`src/rtl/ita_step_scheduler.sv`:
```
// Step sequencer for the ITA attention datapath: walks every head through
// Q, K, V, QK, AV, OW, issuing tile commands and draining completions per step.

package ita_step_pkg;
   typedef enum logic [2:0] {
      StepQ    = 3'd0,
      StepK    = 3'd1,
      StepV    = 3'd2,
      StepQK   = 3'd3,
      StepAV   = 3'd4,
      StepOW   = 3'd5,
      StepIdle = 3'd6
   } step_e;

   function automatic int unsigned idx_width(input int unsigned n);
      return (n > 1) ? $clog2(n) : 1;
   endfunction

   localparam int unsigned DefaultH        = 1;
   localparam int unsigned DefaultCntWidth = 32;
   localparam int unsigned DefaultNHeadsW  = (DefaultH + 1 > 1) ? $clog2(DefaultH + 1) : 1;

   typedef struct packed {
      logic                         start;
      logic [DefaultNHeadsW-1:0]    n_heads;
      logic [DefaultCntWidth-1:0]   lin_tiles;
      logic [DefaultCntWidth-1:0]   attn_tiles;
      logic [5:0][7:0]              eps_mult;
      logic [5:0][7:0]              right_shift;
      logic [5:0][7:0]              add;
   } ctrl_t;
endpackage

module ita_step_scheduler #(
   parameter int unsigned H              = 1,
   parameter int unsigned MaxOutstanding = 8,
   parameter int unsigned CntWidth       = 32,
   parameter type         ctrl_t         = ita_step_pkg::ctrl_t
) (
   input  logic                                    clk_i,
   input  logic                                    rst_ni,
   input  ctrl_t                                   ctrl_i,
   output logic                                    busy_o,
   output logic                                    done_o,
   output ita_step_pkg::step_e                     step_o,
   output logic [ita_step_pkg::idx_width(H)-1:0]   head_idx_o,
   output logic [CntWidth-1:0]                     tile_idx_o,
   output logic                                    tile_valid_o,
   input  logic                                    tile_ready_i,
   input  logic                                    tile_done_i,
   output logic [7:0]                              eps_mult_o,
   output logic [7:0]                              right_shift_o,
   output logic [7:0]                              add_o
);
   localparam int unsigned HeadW   = ita_step_pkg::idx_width(H);
   localparam int unsigned OutW    = $clog2(MaxOutstanding + 1);
   localparam int unsigned NHeadsW = $bits(ctrl_i.n_heads);

   ita_step_pkg::step_e  step_q, step_d;
   logic                 busy_q, done_q;
   logic [HeadW-1:0]     head_q, head_d;
   logic [CntWidth-1:0]  issued_q, issued_d;
   logic [OutW-1:0]      outst_q, outst_d;

   logic [NHeadsW-1:0]   n_heads_q;
   logic [CntWidth-1:0]  lin_q, attn_q;
   logic [5:0][7:0]      eps_cfg_q, rs_cfg_q, add_cfg_q;
   logic [7:0]           eps_q, rs_q, add_q;

   logic [CntWidth-1:0]  count;
   logic                 xfer, done_eff, step_end, last_head;
   logic [5:0][7:0]      eps_src, rs_src, add_src;
   logic [7:0]           eps_d, rs_d, add_d;

   always_comb begin
      count = (step_q == ita_step_pkg::StepQK || step_q == ita_step_pkg::StepAV) ? attn_q : lin_q;
      tile_valid_o = (step_q != ita_step_pkg::StepIdle) && (issued_q < count)
                     && (outst_q < OutW'(MaxOutstanding));
      xfer     = tile_valid_o && tile_ready_i;
      // A completion with nothing outstanding only counts when it pairs with a transfer.
      done_eff = tile_done_i && ((outst_q != '0) || xfer);
      issued_d = issued_q + CntWidth'(xfer);
      outst_d  = outst_q + OutW'(xfer) - OutW'(done_eff);
      step_end = (step_q != ita_step_pkg::StepIdle) && (issued_d == count) && (outst_d == '0);
      last_head = (32'(head_q) + 32'd1) >= 32'(n_heads_q);
   end

   always_comb begin
      step_d = step_q;
      head_d = head_q;
      if (!busy_q) begin
         if (ctrl_i.start) begin
            step_d = (ctrl_i.n_heads == '0) ? ita_step_pkg::StepIdle : ita_step_pkg::StepQ;
            head_d = '0;
         end
      end else if (step_end) begin
         if (step_q == ita_step_pkg::StepOW) begin
            if (last_head) begin
               step_d = ita_step_pkg::StepIdle;
            end else begin
               step_d = ita_step_pkg::StepQ;
               head_d = head_q + 1'b1;
            end
         end else begin
            step_d = ita_step_pkg::step_e'(step_q + 3'd1);
         end
      end
   end

   // Requant values follow the next step so they register alongside step_q.
   always_comb begin
      eps_src = busy_q ? eps_cfg_q : ctrl_i.eps_mult;
      rs_src  = busy_q ? rs_cfg_q  : ctrl_i.right_shift;
      add_src = busy_q ? add_cfg_q : ctrl_i.add;
      eps_d   = '0;
      rs_d    = '0;
      add_d   = '0;
      if (step_d != ita_step_pkg::StepIdle) begin
         eps_d = eps_src[step_d];
         rs_d  = rs_src[step_d];
         add_d = add_src[step_d];
      end
   end

   always_ff @(posedge clk_i or negedge rst_ni) begin
      if (!rst_ni) begin
         step_q    <= ita_step_pkg::StepIdle;
         busy_q    <= 1'b0;
         done_q    <= 1'b0;
         head_q    <= '0;
         issued_q  <= '0;
         outst_q   <= '0;
         n_heads_q <= '0;
         lin_q     <= '0;
         attn_q    <= '0;
         eps_cfg_q <= '0;
         rs_cfg_q  <= '0;
         add_cfg_q <= '0;
         eps_q     <= '0;
         rs_q      <= '0;
         add_q     <= '0;
      end else begin
         step_q <= step_d;
         head_q <= head_d;
         eps_q  <= eps_d;
         rs_q   <= rs_d;
         add_q  <= add_d;
         if (!busy_q) begin
            done_q <= 1'b0;
            if (ctrl_i.start) begin
               busy_q    <= 1'b1;
               done_q    <= (ctrl_i.n_heads == '0);
               n_heads_q <= ctrl_i.n_heads;
               lin_q     <= ctrl_i.lin_tiles;
               attn_q    <= ctrl_i.attn_tiles;
               eps_cfg_q <= ctrl_i.eps_mult;
               rs_cfg_q  <= ctrl_i.right_shift;
               add_cfg_q <= ctrl_i.add;
               issued_q  <= '0;
               outst_q   <= '0;
            end
         end else if (done_q) begin
            busy_q <= 1'b0;
            done_q <= 1'b0;
         end else if (step_end) begin
            issued_q <= '0;
            outst_q  <= '0;
            done_q   <= (step_q == ita_step_pkg::StepOW) && last_head;
         end else begin
            issued_q <= issued_d;
            outst_q  <= outst_d;
         end
      end
   end

   assign busy_o        = busy_q;
   assign done_o        = done_q;
   assign step_o        = step_q;
   assign head_idx_o    = head_q;
   assign tile_idx_o    = issued_q;
   assign eps_mult_o    = eps_q;
   assign right_shift_o = rs_q;
   assign add_o         = add_q;

endmodule

```
`config.mk`:
```
export PLATFORM = sky130hd
export DESIGN_NAME = ita_step_scheduler
export DESIGN_NICKNAME = d
export VERILOG_FILES = /design/src/rtl/ita_step_scheduler.sv
export SDC_FILE = /design/constraint.sdc
export NUM_CORES = 1
export LEC_CHECK = 0
export CORE_UTILIZATION = 42
export DETAILED_ROUTE_END_ITERATION = 7
export PLACE_DENSITY = 0.62
export SLEW_MARGIN = 40
export SYNTH_ARGS = -nofsm -noshare
export SYNTH_HDL_FRONTEND = slang
export SYNTH_SLANG_ARGS = --single-unit
```
`constraint.sdc`:
```
create_clock -name clk_i -period 8.45 [get_ports clk_i]
set_input_delay 2.1125 -clock clk_i [delete_from_list [all_inputs] [get_ports clk_i]]
set_output_delay 2.1125 -clock clk_i [all_outputs]
set_load 0.005 [all_outputs]
```
==> run metrics, run 1 <==
grt ovf 0; Die X ~190 µm; Total Wirelength 44100 µm; Tcrit/Tclk final a little over nine tenths; RSZ-0062 raised after global routing no; Final Hold Fails 0; core utilization of the finished layout between 50% and 60%; cts hold-fix bufs 0; EDFF count, synth 0; Setup Skew roughly 0.015 ns; final worst slack about 0.53 ns; CTS tree yes; DPL Wire Length just over 30000 µm; PortBufs roughly 280; Top cell by count, worst path ha_1; hold slack ~0.47 ns; clk_lat worst skew about 0.58 ns; first-pass GRT wire length 69100 µm; endpoint class of the critical path register; ys async rst share 100%; syn_nets between 1.5k and 2k; effective utilization at floorplan 42.6%; Vias around 13k; Yosys warnings 0; DR vias/cell between 5 and 6; CP Data Required Time a little under 9 ns; Cells after Synth approximately 1.6k; Slew @ Worst Pin 0.838 ns; drc violations 0; Cell Area, Synth roughly 15000 µm²; CP arrival between 8 and 9 ns; #FFs+latches synth ~270; H-tree Lvls 1; worst slack, placed 0.294 ns; minimum period implied by the final worst setup slack 7.92 ns; syn avg cell area about 9.6 µm²; Setup Viol. Count Final 0; core footprint roughly 36000 µm²; CP max FO 38; fin cells ~2.3k; largest net degree at the start of global routing 108; peak supply drop approximately 0.26 mV; max-slew violations 0; number of detailed-route iterations in the first pass 5; root buffer cell clkbuf_16; Synth Flop Type dfrtp_1; Startpoint Class register; maxcap violations 0; Design Area, Final 19400 µm²; PwrDens ~320 nW/µm²; Setup Total Neg Slack 0 ns; sequential area share after synthesis between 40% and 50%; Num CTS Buffers 31; Placer Congestion just over 0.9; gr usage total roughly 24%; Crit Path Class register to register; per-cell routed wire length around 19 µm; placed cell areas 18300 µm²; die height roughly 190 µm; Placed Cells incl. Taps around 2.3k; CP max-delay cell dfstp_2; row count 69; Final ANT Viol Nets 0; DR iter-0 viols 870; Overall Power 6.16 mW; clock-pin transition on the worst setup and hold timing paths around 0.060 ns; CP peak stage delay roughly 0.56 ns; initial antenna violation count 4; full die area between 30000 and 40000 µm²; HP Class register to register; Slew Limit Headroom ~44%; outcome finished, final reports clean; Layout area overhead 28.0%; Ports ~280; Lkg Pwr ~9 nW; vias in the first global route between 10k and 15k; share of cells above drive strength 1 about 7.5%; CTS Buffer Depth 3; Layout Nets roughly 2.1k; Max Clock Freq ~130 MHz; Yosys cell types 68; Clock Sinks roughly 270
layout make-up:
cell class                      instances  area [µm²]
Tap cell                              461         577
Multi-Input combinational cell       1190        7780
Sequential cell                       274        6860
Fill cell                            3183       16200
Timing Repair Buffer                  305        3050
Clock buffer                           46         922
Clock inverter                          9         110
Antenna cell                            5        12.5
Inverter                               23        86.3
layout by cell type (no fill, tap or decap), types with 6 or more instances in the layout:
cell,netlist,routed
a211oi_1,7,7
a21o_1,10,10
a21oi_1,24,24
a221o_1,23,23
and2_1,9,9
and3_1,12,12
buf_4,4,20
buf_6,6,6
clkbuf_1,64,6
clkbuf_16,0,31
clkbuf_8,0,9
clkdlybuf4s50_1,0,275
clkinv_2,0,6
dfrtp_1,272,271
ha_1,42,42
inv_1,23,23
mux2i_1,33,33
mux4_1,34,34
mux4_2,38,38
nand2_1,665,665
nand2b_1,10,9
nand3_1,19,19
nand4_1,21,21
nor2_1,26,24
nor2b_1,42,42
nor4_1,8,7
o21ai_0,45,45
o31ai_1,25,25
xnor2_1,29,29
xor2_1,7,7
critical path, delay by kind of cell, from the launching register on:
family | cells | cell delay, ns
compound gates | 10 | 2.03
mux | 3 | 0.91
buf+inv | 3 | 0.55
simple gates | 8 | 2.27
fa+ha+maj | 4 | 1.11
flops | 1 | 0.56
xor+xnor | 1 | 0.31
path summary, 6_finish.rpt:
path	start	slack (ns)	to	cells after the start
worst max-delay path	step_o[1]	0.53	eps_mult_o[5]	29
worst min-delay path	rs_cfg_q[23]	0.47	rs_cfg_q[23]	2
worst min register to register	rs_cfg_q[23]	0.47	rs_cfg_q[23]	2
worst max register to register	step_o[1]	0.53	eps_mult_o[5]	29
max in group asynchronous	rst_ni	5.82	eps_cfg_q[42]	2
min in group asynchronous	rst_ni	1.51	lin_q[23]	1
cell families (layout without fill, tap and decap cells):
family	count (synthesis)	count (layout)	share of synthesized area (%)
buf+inv	120	383	3.67
mux	109	109	14.1
simple gates	830	830	22.9
compound gates	167	167	7.71
fa+ha+maj	43	43	3.60
flops	274	274	45.3
xor+xnor	41	41	2.74
other cells	0	5	0
cell usage after synthesis (10+ instances only):
library cell / count / area (µm²)
nand2_1: 665 / 2500
dfrtp_1: 272 / 6810
clkbuf_1: 64 / 240
o21ai_0: 45 / 225
ha_1: 42 / 526
nor2b_1: 42 / 263
mux4_2: 38 / 856
mux4_1: 34 / 893
mux2i_1: 33 / 330
xnor2_1: 29 / 254
nor2_1: 26 / 97.6
o31ai_1: 25 / 188
a21oi_1: 24 / 120
a221o_1: 23 / 230
inv_1: 23 / 86.3
nand4_1: 21 / 131
nand3_1: 19 / 95.1
buf_2: 13 / 65.1
and3_1: 12 / 75.1
a21o_1: 10 / 75.1
nand2b_1: 10 / 62.6
flip-flops by register name, indices dropped and copies added (netlist names), 3 cells and up:
signal / count
add_cfg_q: 48
eps_cfg_q: 48
rs_cfg_q: 48
attn_q: 32
lin_q: 32
tile_idx_o: 32
add_o: 8
eps_mult_o: 8
right_shift_o: 8
outst_q: 4
step_o: 3
power by group:
part | switching [mW] | leakage (nW) | internal, mW
Sequential | 0.328 | 3.45 | 1.87
Combinational | 1.37 | 5.12 | 1.23
Clock | 0.557 | 0.515 | 0.811
routing by layer:
metal  share of wire, %  GRT usage (%)  up-vias
met4                3.1           8.15        4
met3                8.2           6.23       87
met5              0.059              0        -
met1                 41           31.8     6085
met2                 47           38.6      422
li1                   -              -     5926
what timing repair did:
item / 4_1_cts / 5_1_grt
endpoints found under the setup margin: 0 / 24
buffers inserted: 0 / 1
gates resized for setup: 0 / 2
No activity file was read; power rests on OpenSTA's default activity.
==> run 2: changes to the inputs <==
--- a/config.mk
+++ b/config.mk
@@ -6,8 +6,9 @@
 export NUM_CORES = 1
 export LEC_CHECK = 0
 export CORE_UTILIZATION = 42
+export CTS_BUF_LIST = sky130_fd_sc_hd__clkbuf_4 sky130_fd_sc_hd__clkbuf_8
 export DETAILED_ROUTE_END_ITERATION = 7
-export PLACE_DENSITY = 0.62
+export PLACE_DENSITY = 0.65
 export SLEW_MARGIN = 40
 export SYNTH_ARGS = -nofsm -noshare
 export SYNTH_HDL_FRONTEND = slang
==> constraint.sdc (replaced) <==
create_clock -name clk_i -period 6.65 [get_ports clk_i]
set_input_delay 1.6625 -clock clk_i [delete_from_list [all_inputs] [get_ports clk_i]]
set_output_delay 1.6625 -clock clk_i [all_outputs]
set_load 0.005 [all_outputs]
==> run 2 against run 1 <==
The run now ends with setup timing left. Clock power grew 28%. Wire length grew 8.7%. Highest routed layer unchanged. Register-to-register slack lost 0.67 ns. Die area is the same. Sequential share of layout area shrank 3.0 points.
==> run metrics, run 2 (synthesis results as in run 1) <==
RSZ-0062 raised after global routing yes; Num CTS Buffers 50; Clock Sinks 274; maxcap violations 0; sw power around 3.2 mW; share of cells above drive strength 1 between 15 and 20%; clock-pin transition on the worst setup and hold timing paths roughly 0.06 ns; PortBufs approximately 280; Layout area overhead 40.0%; placed cell areas between 15000 and 20000 µm²; die height ~190 µm; outcome finished, violations left; Slew @ Worst Pin 0.813 ns; Overall Power ~8.7 mW; max-slew violations 0; core utilization of the finished layout about three fifths; HP Class register to register; largest registers add_cfg_q (48), eps_cfg_q (48), rs_cfg_q (48); CP peak stage delay 0.55 ns; CP Data Required Time between 7 and 8 ns; DR vias/cell between 5 and 6; Startpoint Class register; CP arrival between 7 and 8 ns; Die X 192 µm; peak supply drop between 0.3 and 0.4 mV; Lkg Pwr just under 10 nW; row count a little under 70; initial antenna violation count 8; final worst slack -0.143 ns; H-tree Lvls 2; fin cells approximately 2.5k; Filler cells 3024; Ports between 200 and 300; core footprint approximately 36000 µm²; number of detailed-route iterations in the first pass 5; Final ANT Viol Nets 0; Design Area, Final ~21000 µm²; failing checks setup timing; Top cell by count, worst path buf_12; grt ovf 0; Setup Viol. Count Final 24; clk_lat worst skew 0.61 ns; Final Hold Fails 0; Sw Share a little over a third; DR iter-0 viols a little under 700; DPL Wire Length between 30000 and 40000 µm; Reg-to-Reg End eps_mult_o[7]; CTS Buffer Depth 3; Max Clock Freq about 150 MHz; Slew Limit Headroom a little under half; CP max FO 7; hold path cells 2; commonest non-fill, non-tap cells in the layout nand2_1 (665), clkdlybuf4s50_1 (275), dfrtp_1 (270); drc violations 0; first-pass GRT wire length 72900 µm; Tcrit/Tclk final 102%; Crit Path Class register to register; vias in the first global route between 10k and 15k; root buffer cell clkbuf_8; R2R Setup Slk -0.14 ns; per-cell routed wire length between 15 and 20 µm; CTS tree yes; minimum period implied by the final worst setup slack approximately 6.8 ns; endpoint class of the critical path register; Sequential Power Share about 32%; most common cell after layout, fill and taps aside nand2_1; WHS Endpoint rs_cfg_q[16]; PwrDens 409 nW/µm²; beginning of the critical path step_o[1]; Vias 13.3k; Placer Congestion ~0.93; gr usage total 25.8%; power share of the combinational group 47.4%; internal power ~5.5 mW; Worst Reg2Reg Path Length in Cells 34; Worst Hold Launch rs_cfg_q[16]; Setup Skew roughly 0.026 ns; Clk pwr share about 20%; effective utilization at floorplan 42.6%; CP max-delay cell dfstp_2; Layout Nets around 2.2k; Total Wirelength between 40000 and 50000 µm; largest net degree at the start of global routing between 100 and 150; full die area approximately 37000 µm²; cts hold-fix bufs 0; Placed Cells incl. Taps roughly 2.3k; Worst R2R Start step_o[1]
run 2: metrics by stage:
stage | setup WS (ns) | TNS [ns] | hold WS [ns]
finish | -0.143 | -2.49 | 0.464
global route | -0.496 | -10.91 | 0.484
CTS | -0.295 | -12.19 | 0.468
detailed placement | -0.458 | -9.08 | 0.454
global placement | -0.294 | -5.45 | 0.449
floorplan | 0.0226 | 0 | 0.437
run 2: layout make-up:
| class | instances | area, µm² | area share, % |
|---|---|---|---|
| multi-input combinational | 1190 | 8120 | 38.3 |
| sequential | 274 | 6860 | 32.4 |
| timing repair buffer | 427 | 4450 | 21.0 |
| clock buffer | 81 | 1010 | 4.75 |
| tap | 461 | 577 | 2.72 |
| clock inverter | 9 | 88.8 | 0.419 |
| inverter | 23 | 86.3 | 0.407 |
| antenna | 8 | 20.0 | 0.0944 |
run 2: power by group through the flow:
stage,Clock [mW],Combinational (mW),Sequential (mW)
final,1.75,4.11,2.81
after CTS,1.80,3.82,2.80
after global placement,0,3.65,2.78
after floorplan,0,2.37,2.65
after global routing,1.87,4.49,2.89
after detailed placement,0,3.73,2.80
run 2: critical path: cells and delay by family, from the launching register on:
kind	cells	cell delay, ns
adders and majority gates	5	1.29
muxes	3	0.75
AOI/OAI and AO/OA	11	1.83
buffers and inverters	9	1.12
DFF	1	0.55
and+or+nand+nor	6	1.13
run 2: how the worst max path moves through the flow:
stage	end	slack, ns	depth (start not counted)
after floorplan	eps_mult_o[3]	0.02	33
after global placement	eps_mult_o[5]	-0.29	30
after detailed placement	eps_mult_o[5]	-0.46	30
after CTS	add_o[5]	-0.29	34
after global routing	right_shift_o[5]	-0.50	33
final	eps_mult_o[7]	-0.14	34
run 2: per-layer routing:
layer / part of all wire (%) / GRT usage, % / vias to the layer above
met2: 49 / 42.9 / 457
met3: 7.3 / 7.03 / 104
li1: - / - / 6215
met1: 41 / 32.0 / 6468
met4: 3.3 / 9.58 / 6
met5: 0.077 / 0 / -
run 2: repair_timing:
item / in CTS / in global routing
setup buffers: 20 / 13
pin swaps: 30 / 26
endpoints found under the setup margin: 24 / 59
resized for setup: 44 / 54
cloned: 8 / 4
